File: src/rtl/reorder_buffer_pkg.sv
// Shared constants for the reorder buffer slice.
//   - Station tag codes (ALU adders, load and store buffers) and the
//     reserved "no tag" code TAG_NONE.
//   - ROB_DEPTH / ROB_TAG_W: default entry count and tag width.
package reorder_buffer_pkg;

    localparam int ROB_DEPTH = 8;
    localparam int ROB_TAG_W = 4;

    localparam logic [3:0] TAG_NONE   = 4'd0;
    localparam logic [3:0] TAG_ADD1   = 4'd1;
    localparam logic [3:0] TAG_ADD2   = 4'd2;
    localparam logic [3:0] TAG_ADD3   = 4'd3;
    localparam logic [3:0] TAG_LOAD1  = 4'd4;
    localparam logic [3:0] TAG_LOAD2  = 4'd5;
    localparam logic [3:0] TAG_LOAD3  = 4'd6;
    localparam logic [3:0] TAG_STORE1 = 4'd7;
    localparam logic [3:0] TAG_STORE2 = 4'd8;
    localparam logic [3:0] TAG_STORE3 = 4'd9;

endpackage

File: src/rtl/rob_tag_match.sv
// Result-port tag matcher for the reorder buffer.
// Compares one result port's tag against every entry in parallel and
// flags the entries that are waiting for exactly that tag.
// Ports:
//   valid_i      result port valid
//   tag_i        result port tag (TAG_NONE never matches)
//   busy_i       per-entry busy bits
//   ready_i      per-entry ready bits
//   entry_tag_i  per-entry station tags
//   match_o      one-hot match vector (at most one bit set by construction)
//   hit_o        any entry matched
module rob_tag_match
    import reorder_buffer_pkg::*;
#(
    parameter int DEPTH = ROB_DEPTH,
    parameter int TAG_W = ROB_TAG_W
) (
    input  logic                        valid_i,
    input  logic [TAG_W-1:0]            tag_i,
    input  logic [DEPTH-1:0]            busy_i,
    input  logic [DEPTH-1:0]            ready_i,
    input  logic [DEPTH-1:0][TAG_W-1:0] entry_tag_i,
    output logic [DEPTH-1:0]            match_o,
    output logic                        hit_o
);

    localparam logic [TAG_W-1:0] NONE_T = TAG_W'(TAG_NONE);

    logic port_live;

    always_comb begin
        match_o   = '0;
        port_live = valid_i && (tag_i != NONE_T);
        for (int i = 0; i < DEPTH; i++) begin
            match_o[i] = port_live && busy_i[i] && !ready_i[i] &&
                         (entry_tag_i[i] == tag_i);
        end
        hit_o = |match_o;
    end

endmodule

File: src/rtl/reorder_buffer.sv
// In-order retirement buffer for the Tomasulo core.
// Allocates one entry per issued instruction, captures out-of-order results
// from the ALU and load/store ports, and retires at most one ready head entry
// per cycle as a CDB broadcast plus register-file write.
// Ports:
//   clk_in, rst_in (sync, active low), rdy_in (pause when low), flush_in
//   alloc_valid/alloc_tag/alloc_rd/alloc_addr  issue request
//   alloc_full                                 count == DEPTH (from registers only)
//   alu_valid/alu_tag/alu_val                  ALU result port
//   lsb_valid/lsb_tag/lsb_val                  load/store result port
//   cdb_active/cdb_tag/cdb_val/cdb_addr        registered broadcast
//   reg_we/reg_rd/reg_val                      registered register-file write
// Handshake: an allocation is taken on any enabled edge where alloc_valid is
// high and alloc_full is low; the issuer must hold off while alloc_full is high.
module reorder_buffer
    import reorder_buffer_pkg::*;
#(
    parameter int DEPTH = ROB_DEPTH,
    parameter int TAG_W = ROB_TAG_W
) (
    input  logic             clk_in,
    input  logic             rst_in,
    input  logic             rdy_in,
    input  logic             flush_in,
    input  logic             alloc_valid,
    input  logic [TAG_W-1:0] alloc_tag,
    input  logic [4:0]       alloc_rd,
    input  logic [31:0]      alloc_addr,
    output logic             alloc_full,
    input  logic             alu_valid,
    input  logic [TAG_W-1:0] alu_tag,
    input  logic [31:0]      alu_val,
    input  logic             lsb_valid,
    input  logic [TAG_W-1:0] lsb_tag,
    input  logic [31:0]      lsb_val,
    output logic             cdb_active,
    output logic [TAG_W-1:0] cdb_tag,
    output logic [31:0]      cdb_val,
    output logic [31:0]      cdb_addr,
    output logic             reg_we,
    output logic [4:0]       reg_rd,
    output logic [31:0]      reg_val
);

    localparam int PTR_W = $clog2(DEPTH);
    localparam int CNT_W = PTR_W + 1;
    localparam logic [CNT_W-1:0] FULL_CNT = CNT_W'(DEPTH);
    localparam logic [TAG_W-1:0] NONE_T   = TAG_W'(TAG_NONE);

    logic [DEPTH-1:0]            busy_q,  busy_d;
    logic [DEPTH-1:0]            ready_q, ready_d;
    logic [DEPTH-1:0][TAG_W-1:0] tag_q,   tag_d;
    logic [DEPTH-1:0][4:0]       rd_q,    rd_d;
    logic [DEPTH-1:0][31:0]      addr_q,  addr_d;
    logic [DEPTH-1:0][31:0]      val_q,   val_d;
    logic [PTR_W-1:0]            head_q,  head_d;
    logic [PTR_W-1:0]            tail_q,  tail_d;
    logic [CNT_W-1:0]            count_q, count_d;

    logic             cdb_active_q, cdb_active_d;
    logic [TAG_W-1:0] cdb_tag_q,    cdb_tag_d;
    logic [31:0]      cdb_val_q,    cdb_val_d;
    logic [31:0]      cdb_addr_q,   cdb_addr_d;
    logic             reg_we_q,     reg_we_d;
    logic [4:0]       reg_rd_q,     reg_rd_d;

    logic [DEPTH-1:0] alu_match, lsb_match, lsb_take;
    logic             alu_hit, lsb_hit;
    logic             alloc_ok, retire_ok;

    rob_tag_match #(.DEPTH(DEPTH), .TAG_W(TAG_W)) u_alu_match (
        .valid_i     (alu_valid),
        .tag_i       (alu_tag),
        .busy_i      (busy_q),
        .ready_i     (ready_q),
        .entry_tag_i (tag_q),
        .match_o     (alu_match),
        .hit_o       (alu_hit)
    );

    rob_tag_match #(.DEPTH(DEPTH), .TAG_W(TAG_W)) u_lsb_match (
        .valid_i     (lsb_valid),
        .tag_i       (lsb_tag),
        .busy_i      (busy_q),
        .ready_i     (ready_q),
        .entry_tag_i (tag_q),
        .match_o     (lsb_match),
        .hit_o       (lsb_hit)
    );

    assign alloc_full = (count_q == FULL_CNT);

    always_comb begin
        busy_d       = busy_q;
        ready_d      = ready_q;
        tag_d        = tag_q;
        rd_d         = rd_q;
        addr_d       = addr_q;
        val_d        = val_q;
        head_d       = head_q;
        tail_d       = tail_q;
        count_d      = count_q;
        cdb_active_d = 1'b0;
        cdb_tag_d    = NONE_T;
        cdb_val_d    = cdb_val_q;
        cdb_addr_d   = cdb_addr_q;
        reg_we_d     = 1'b0;
        reg_rd_d     = reg_rd_q;

        // alloc_full comes from the registered count, so a same-cycle
        // retirement never opens a slot for a same-cycle allocation.
        alloc_ok  = alloc_valid && !alloc_full;
        retire_ok = busy_q[head_q] && ready_q[head_q];

        // When both ports name one entry the ALU value is the one kept.
        lsb_take = lsb_hit ? (lsb_match & ~alu_match) : '0;

        // Captures only touch busy, not-ready entries; the retiring head is
        // ready and the allocated slot is idle, so the three updates below
        // never collide on one entry.
        for (int i = 0; i < DEPTH; i++) begin
            if (alu_hit && alu_match[i]) begin
                ready_d[i] = 1'b1;
                val_d[i]   = alu_val;
            end else if (lsb_take[i]) begin
                ready_d[i] = 1'b1;
                val_d[i]   = lsb_val;
            end
        end

        if (retire_ok) begin
            cdb_active_d    = 1'b1;
            cdb_tag_d       = tag_q[head_q];
            cdb_val_d       = val_q[head_q];
            cdb_addr_d      = addr_q[head_q];
            reg_we_d        = (rd_q[head_q] != 5'd0);
            reg_rd_d        = rd_q[head_q];
            busy_d[head_q]  = 1'b0;
            ready_d[head_q] = 1'b0;
            head_d          = head_q + PTR_W'(1);
        end

        if (alloc_ok) begin
            busy_d[tail_q]  = 1'b1;
            ready_d[tail_q] = 1'b0;
            tag_d[tail_q]   = alloc_tag;
            rd_d[tail_q]    = alloc_rd;
            addr_d[tail_q]  = alloc_addr;
            tail_d          = tail_q + PTR_W'(1);
        end

        count_d = count_q + CNT_W'(alloc_ok) - CNT_W'(retire_ok);

        // Flush throws away this cycle's allocation, captures and retirement;
        // the data outputs keep their last broadcast values.
        if (flush_in) begin
            busy_d       = '0;
            ready_d      = '0;
            head_d       = '0;
            tail_d       = '0;
            count_d      = '0;
            cdb_active_d = 1'b0;
            cdb_tag_d    = NONE_T;
            cdb_val_d    = cdb_val_q;
            cdb_addr_d   = cdb_addr_q;
            reg_we_d     = 1'b0;
            reg_rd_d     = reg_rd_q;
        end
    end

    always_ff @(posedge clk_in) begin
        if (!rst_in) begin
            busy_q       <= '0;
            ready_q      <= '0;
            tag_q        <= '0;
            rd_q         <= '0;
            addr_q       <= '0;
            val_q        <= '0;
            head_q       <= '0;
            tail_q       <= '0;
            count_q      <= '0;
            cdb_active_q <= 1'b0;
            cdb_tag_q    <= NONE_T;
            cdb_val_q    <= '0;
            cdb_addr_q   <= '0;
            reg_we_q     <= 1'b0;
            reg_rd_q     <= '0;
        end else if (rdy_in) begin
            busy_q       <= busy_d;
            ready_q      <= ready_d;
            tag_q        <= tag_d;
            rd_q         <= rd_d;
            addr_q       <= addr_d;
            val_q        <= val_d;
            head_q       <= head_d;
            tail_q       <= tail_d;
            count_q      <= count_d;
            cdb_active_q <= cdb_active_d;
            cdb_tag_q    <= cdb_tag_d;
            cdb_val_q    <= cdb_val_d;
            cdb_addr_q   <= cdb_addr_d;
            reg_we_q     <= reg_we_d;
            reg_rd_q     <= reg_rd_d;
        end
    end

    assign cdb_active = cdb_active_q;
    assign cdb_tag    = cdb_tag_q;
    assign cdb_val    = cdb_val_q;
    assign cdb_addr   = cdb_addr_q;
    assign reg_we     = reg_we_q;
    assign reg_rd     = reg_rd_q;
    // The register-file write data is always the broadcast value.
    assign reg_val    = cdb_val_q;

endmodule

File: config.mk
export PLATFORM = sky130hd
export DESIGN_NAME = reorder_buffer
export DESIGN_NICKNAME = d
export VERILOG_FILES = /design/src/rtl/reorder_buffer_pkg.sv /design/src/rtl/rob_tag_match.sv /design/src/rtl/reorder_buffer.sv
export SDC_FILE = /design/constraint.sdc
export NUM_CORES = 2
export LEC_CHECK = 0
export ABC_AREA = 1
export CAP_MARGIN = 0
export CORE_MARGIN = 8
export CORE_UTILIZATION = 25
export DETAILED_ROUTE_END_ITERATION = 12
export GPL_ROUTABILITY_DRIVEN = 1
export GPL_TIMING_DRIVEN = 0
export RECOVER_POWER = 25
export SYNTH_ARGS = -nofsm -noshare
export SYNTH_HDL_FRONTEND = slang
export SYNTH_HIERARCHICAL = 1
export SYNTH_SLANG_ARGS = --single-unit
File: constraint.sdc
create_clock -name clk_in -period 8.2 [get_ports clk_in]
set_input_delay 2.46 -clock clk_in [delete_from_list [all_inputs] [get_ports clk_in]]
set_output_delay 2.46 -clock clk_in [all_outputs]
set_load 0.01 [all_outputs]
* After elaboration in Yosys (flattened, before gate mapping)
Cells that the tools add are included.
** Storage, ports and cells
- Register bits after elaboration :: 685
- Input port bits :: 120
- Output and inout port bits :: 108
- Word-level logic and storage cells :: 250
** Cells by class
- Add/sub/neg operators :: 4
- Order comparisons :: 4
- Equal/unequal tests :: 17
- Mux-type cells :: 75
- Bitwise logic cells :: 9
- Reductions and logical operators :: 98
** Operators by type and width (number)
- 2-to-1 mux 32 bit :: 19
- bitwise mux 256 bit :: 1
- binary-select mux 32 bit (select 3 bit) :: 2
- demux 32 bit (select 3 bit) :: 1
- equality test 4 bit :: 16
- logical AND 1 bit :: 62
- 2-to-1 mux 8 bit :: 7
- bitwise mux 40 bit :: 1
- bitwise AND 8 bit :: 4
- bitwise mux 32 bit :: 1
- 2-to-1 mux 1 bit :: 24
- NOT 8 bit :: 3
- AND reduction 2 bit :: 11
- 2-to-1 mux 4 bit :: 5
- nonzero test 2 bit :: 10
- OR reduction 8 bit :: 2
- binary-select mux 5 bit (select 3 bit) :: 1
- demux 5 bit (select 3 bit) :: 1
- binary-select mux 4 bit (select 3 bit) :: 1
- demux 4 bit (select 3 bit) :: 1
- 2-to-1 mux 3 bit :: 4
- 2-to-1 mux 5 bit :: 2
- zero test 1 bit :: 9
- less-than comparator 3 x 4 -> 1 bit (second input constant) :: 2
- 12 further kinds :: 17

* Longest topological paths before layout
- Depth after elaboration :: 15
- Gate-level depth with buffers :: 21
- Gate-level depth less buffers :: 18

* Modules after synthesis
The synthesis kept the hierarchy.
** Modules (own cells, without submodules)
- reorder_buffer :: instances 1, cells an instance 4201, area each 30684.4 um2, seq. area each 13713.2 um2
- rob_tag_match :: instances 2, cells an instance 201, area each 857.1 um2, seq. area each 0.0 um2

* Worst setup path after synthesis
Ideal clock, no wire load.
- Kind :: input to register
- Start :: input port alu_tag[2]
- End :: register val_q[130] (netlist bit)
- Setup time :: 0.138 ns
- Arrival time :: 4.444 ns
- Required time :: 8.062 ns
- Setup slack :: 3.619 ns
- Cell stages on the path :: 13
- Path buffers :: 2
- Cells stage by stage :: buf_4 -> nor2_1 -> nand2_1 -> nand2_2 -> nor4_1 -> nand2_1 -> nand2_1 -> inv_1 -> nor2_1 -> inv_1 -> clkbuf_1 -> a211oi_1 -> a211oi_1
** On the way
- Word-level cells in the longest chain between the ends :: 10
- Elaborated cells on any way between the ends :: 42
- Classes of those cells :: eq/ne (8); mux (2); bitwise (2); reduce/logical (30)
** Ends and longest elaborated chain
- start: declaration :: line reorder_buffer.sv:31 : input logic [TAG_W-1:0] alu_tag,
- nonzero test 4 bit :: line rob_tag_match.sv:33 : port_live = valid_i && (tag_i != NONE_T);
- logical AND 1 bit :: line rob_tag_match.sv:33
- logical AND 1 bit (2 in a row) :: line rob_tag_match.sv:35 : match_o[i] = port_live && busy_i[i] && !ready_i[i] &&
- logical AND 1 bit (*) :: line rob_tag_match.sv:35
- net alu_match[4] :: line reorder_buffer.sv:67 : logic [DEPTH-1:0] alu_match, lsb_match, lsb_take;
- NOT 8 bit :: line reorder_buffer.sv:116 : lsb_take = lsb_hit ? (lsb_match & ~alu_match) : '0;
- bitwise AND 8 bit :: line reorder_buffer.sv:116
- 2-to-1 mux 8 bit :: line reorder_buffer.sv:116
- nonzero test 2 bit (no source line)
- AND reduction 2 bit (no source line)
- end signal: assignment :: line reorder_buffer.sv:194 : val_q <= val_d;
- end: declaration :: line reorder_buffer.sv:55 : logic [DEPTH-1:0][31:0] val_q, val_d;
The timed path passes the listed nets; every way through them passes the cells marked *.
A chain may end at the register's enable or synchronous reset.

* Worst setup path after layout
- Start :: input port alu_tag[3]
- End :: register val_q[147] (netlist bit)
Same word-level chain as after synthesis.

==> flow_summary.json <==
{
  "cp.buffers_inverters": 5,
  "critPathKind": "input pin to flip-flop",
  "clockBufferDepth": 3,
  "tightest_slew_ps": 1526,
  "syn2layout_area_growth_pct": 20.33,
  "initial_utilization_pct": 25.12,
  "drv_cap": 1,
  "drive_gt1_share_pct": 5.301,
  "grt_max_degree": 14,
  "synthArstFlopShare_pct": 0,
  "hold_class": "flip-flop to flip-flop",
  "critPathMaxFanout": 10,
  "p_int_mw": 5.518,
  "die_area_um2": 141400,
  "grt_pass1_vias": 32850,
  "path_delay_family": "simple AND/OR/NAND/NOR gates",
  "syn_inst": 4603,
  "synthDistinctLibCells": 41,
  "fin_worst_skew_ps": 43.56,
  "rows": 132,
  "syn_avg_cell_area_um2": 7.039,
  "final.setup.tns_ps": 0,
  "ctsHoldBuffers": 0,
  "synthTopCellsByArea": "dfxtp_1, nor2_1, a211oi_1",
  "globalplace.congestion": 0.9949,
  "cpMaxStageDelayCell": "nor4_1",
  "drc": 0,
  "wirelength_um": 166100,
  "hold_violations": 0,
  "cts_made_buffers": 78,
  "pre_cts_slack_ps": 1241,
  "final_cells": 6676,
  "synth_top_area_cell": "dfxtp_1",
  "start_kind": "input pin",
  "setup_viol": 0,
  "p_leak_nw": 14.56,
  "post-cts-setup-buffer-count": 0,
  "syn-cell-area_um2": 32400,
  "drv_slew": 11,
  "die_h_um": 376.0,
  "powerDensity_nw_per_um2": 189.7,
  "via_count": 35540,
  "viasPerCell": 5.323,
  "crit_path_cell_trace": "clkdlybuf4s50_1 > inv_2 > buf_6 > nand2_1 > nand4_1 > nor4_1 > nand2_1 > nand2_1 > inv_1 > nor2_1 > clkbuf_1 > o21ai_0 > a31oi_1",
  "status": "complete, but fails checks",
  "clkPwrFrac_pct": 49.3,
  "fin_crit_sh_pct": 80.37,
  "peakVddDrop_v": 0.0001518,
  "timing.final.crit_period_ps": 6590,
  "htreeDepth": 3,
  "overflow": 0,
  "clock-sinks": 685,
  "timing.fmax_ghz": 0.1517,
  "rsz0062_at_grt": "false",
  "drtAntennaViolNets": 0,
  "clkTransAtPathRegs_ps": 60,
  "cts_resized": 0,
  "core-area_um2": 129000,
  "antenna_found_initial": 17,
  "cts-root-buf": "clkbuf_16",
  "slew_headroom_pct": -1.759,
  "cp-end-kind": "flip-flop",
  "cp.required_ps": 8770,
  "crit_top_cell": "nand2_1",
  "synth_top_cell_area_share_pct": 42.33,
  "fin_util_pct": 30.22,
  "post_drt_wl_per_cell_um": 24.88,
  "power_switching_mw": 1.878,
  "final_nets": 4990,
  "io_pins": 228,
  "yosys_register_bits": 685,
  "crit_path_max_incr_delay_ps": 1020,
  "synth_edf_count": 0,
  "yosysSeqAreaShare_pct": 42.33,
  "grt_util_all_layers_pct": 22.23,
  "grt_first_pass_wirelength_um": 234300,
  "p_comb_share_pct": 5.3,
  "p_seq_share_pct": 45.5,
  "violations": "capacitance limit, slew limit",
  "port_buffers": 179,
  "p_sw_share_pct": 25.40,
  "cts_tree": "done",
  "synth_ff_type": "dfxtp_1",
  "critPathArrivalTime_ps": 7160,
  "firstDrtPassIters": 8,
  "finalWorstSetupSlack_ps": 1610,
  "die_w_um": 376.0,
  "ys_warn_count": 6,
  "clk_latency_ps": 670,
  "dp.cells": 6524,
  "hpwl_um": 117800,
  "synth_nets": 4731,
  "drt-initial-drc-count": 5622
}
-- layout by cell type, fill, tap and decap left out, types with 17 or more instances in the layout --
cell type	Yosys	layout
a21oi_1	214	214
clkbuf_8	0	19
buf_1	23	20
nand3b_1	20	20
clkbuf_16	0	79
buf_4	38	38
clkdlybuf4s50_1	0	88
inv_2	18	17
a22oi_1	60	60
o22ai_1	120	120
inv_1	510	511
nand3_1	123	123
nor2_1	841	845
dlygate4sd3_1	0	91
dfxtp_1	685	685
a31oi_1	54	54
nor3_1	19	19
a211oi_1	407	407
nand4_1	46	46
o21ai_0	479	479
buf_2	45	42
nand2_1	522	523
clkbuf_1	282	309
-- power groups by stage --
stage | clock [mW] | combinational (mW) | sequential [mW]
2_1_floorplan | 0 | 0.190 | 3.43
5_1_grt | 3.77 | 0.409 | 3.36
4_1_cts | 3.64 | 0.376 | 3.36
3_3_place_gp | 0 | 0.373 | 3.44
6_report | 3.64 | 0.390 | 3.36
3_5_place_dp | 0 | 0.374 | 3.44
-- through the flow --
stage               hold slack (ps)  power (mW)  area [um^2]
finish                        448.0       7.396        38980
floorplan                     423.3       3.622        32400
global placement              433.4       3.808        36370
detailed placement            437.4       3.810        36370
CTS                           446.7       7.381        38990
global route                  461.3       7.548        38960
-- logic make-up after synthesis --
| family | count (synthesis) | share of synthesized area [%] |
|---|---|---|
| flops | 685 | 42.33 |
| xor+xnor | 1 | 0.02704 |
| fa+ha+maj | 8 | 0.3321 |
| buf+inv | 948 | 11.85 |
| compound gates | 1360 | 25.50 |
| simple gates | 1601 | 19.96 |
-- area by class of cell --
cell class / instances / area [um^2]
antenna: 10 / 25.02
inverter: 539 / 2023
buffer: 409 / 1800
sequential: 685 / 13710
clock buffer: 119 / 2317
multi-input combinational: 2970 / 14830
tap: 1742 / 2180
timing repair buffer: 179 / 1792
clock inverter: 23 / 305.3
fill: 14030 / 90010
-- flip-flops by register name, summed over array words and instances, names as in the netlist --
name        flops
busy_q          8
addr_q        256
count_q         4
reg_rd          5
rd_q           40
ready_q         8
head_q          3
cdb_active      1
reg_we          1
cdb_tag         4
tag_q          32
cdb_val        32
tail_q          3
cdb_addr       32
val_q         256
-- Yosys cell counts, types with 38 or more instances --
| master | number |
|---|---|
| nor2_1 | 841 |
| nand4_1 | 46 |
| o21ai_0 | 479 |
| buf_2 | 45 |
| dfxtp_1 | 685 |
| inv_1 | 510 |
| nand3_1 | 123 |
| buf_4 | 38 |
| a21oi_1 | 214 |
| clkbuf_1 | 282 |
| nand2_1 | 522 |
| a22oi_1 | 60 |
| a31oi_1 | 54 |
| a211oi_1 | 407 |
| o22ai_1 | 120 |
-- per-layer routing --
layer,share of wire (%),vias to the layer above,GRT usage (%)
met2,42,2392,33.64
met3,13,556,7.690
li1,-,15880,-
met1,38,16700,27.99
met4,6.0,10,11.16
met5,0.040,-,0
-- path summary, 6_finish.rpt --
check | cells past startpoint | end | from | slack, ps
hold / removal | 2 | addr_q[63]$_SDFFE_PN0P_ | addr_q[63]$_SDFFE_PN0P_ | 450
setup / recovery | 13 | val_q[147]$_SDFFE_PN0P_ | alu_tag[3] | 1610
hold reg to reg | 2 | addr_q[63]$_SDFFE_PN0P_ | addr_q[63]$_SDFFE_PN0P_ | 450
setup reg to reg | 11 | val_q[147]$_SDFFE_PN0P_ | tag_q[19]$_SDFFE_PN0P_ | 3650
-- tightest hold or removal path: cells and delay by family, from the launching register on --
family	cells	cell delay [ps]
DFF	1	310
AOI/OAI and AO/OA	1	50
buffers and inverters	1	50
Note: power is estimated with default switching activity, not from simulation.
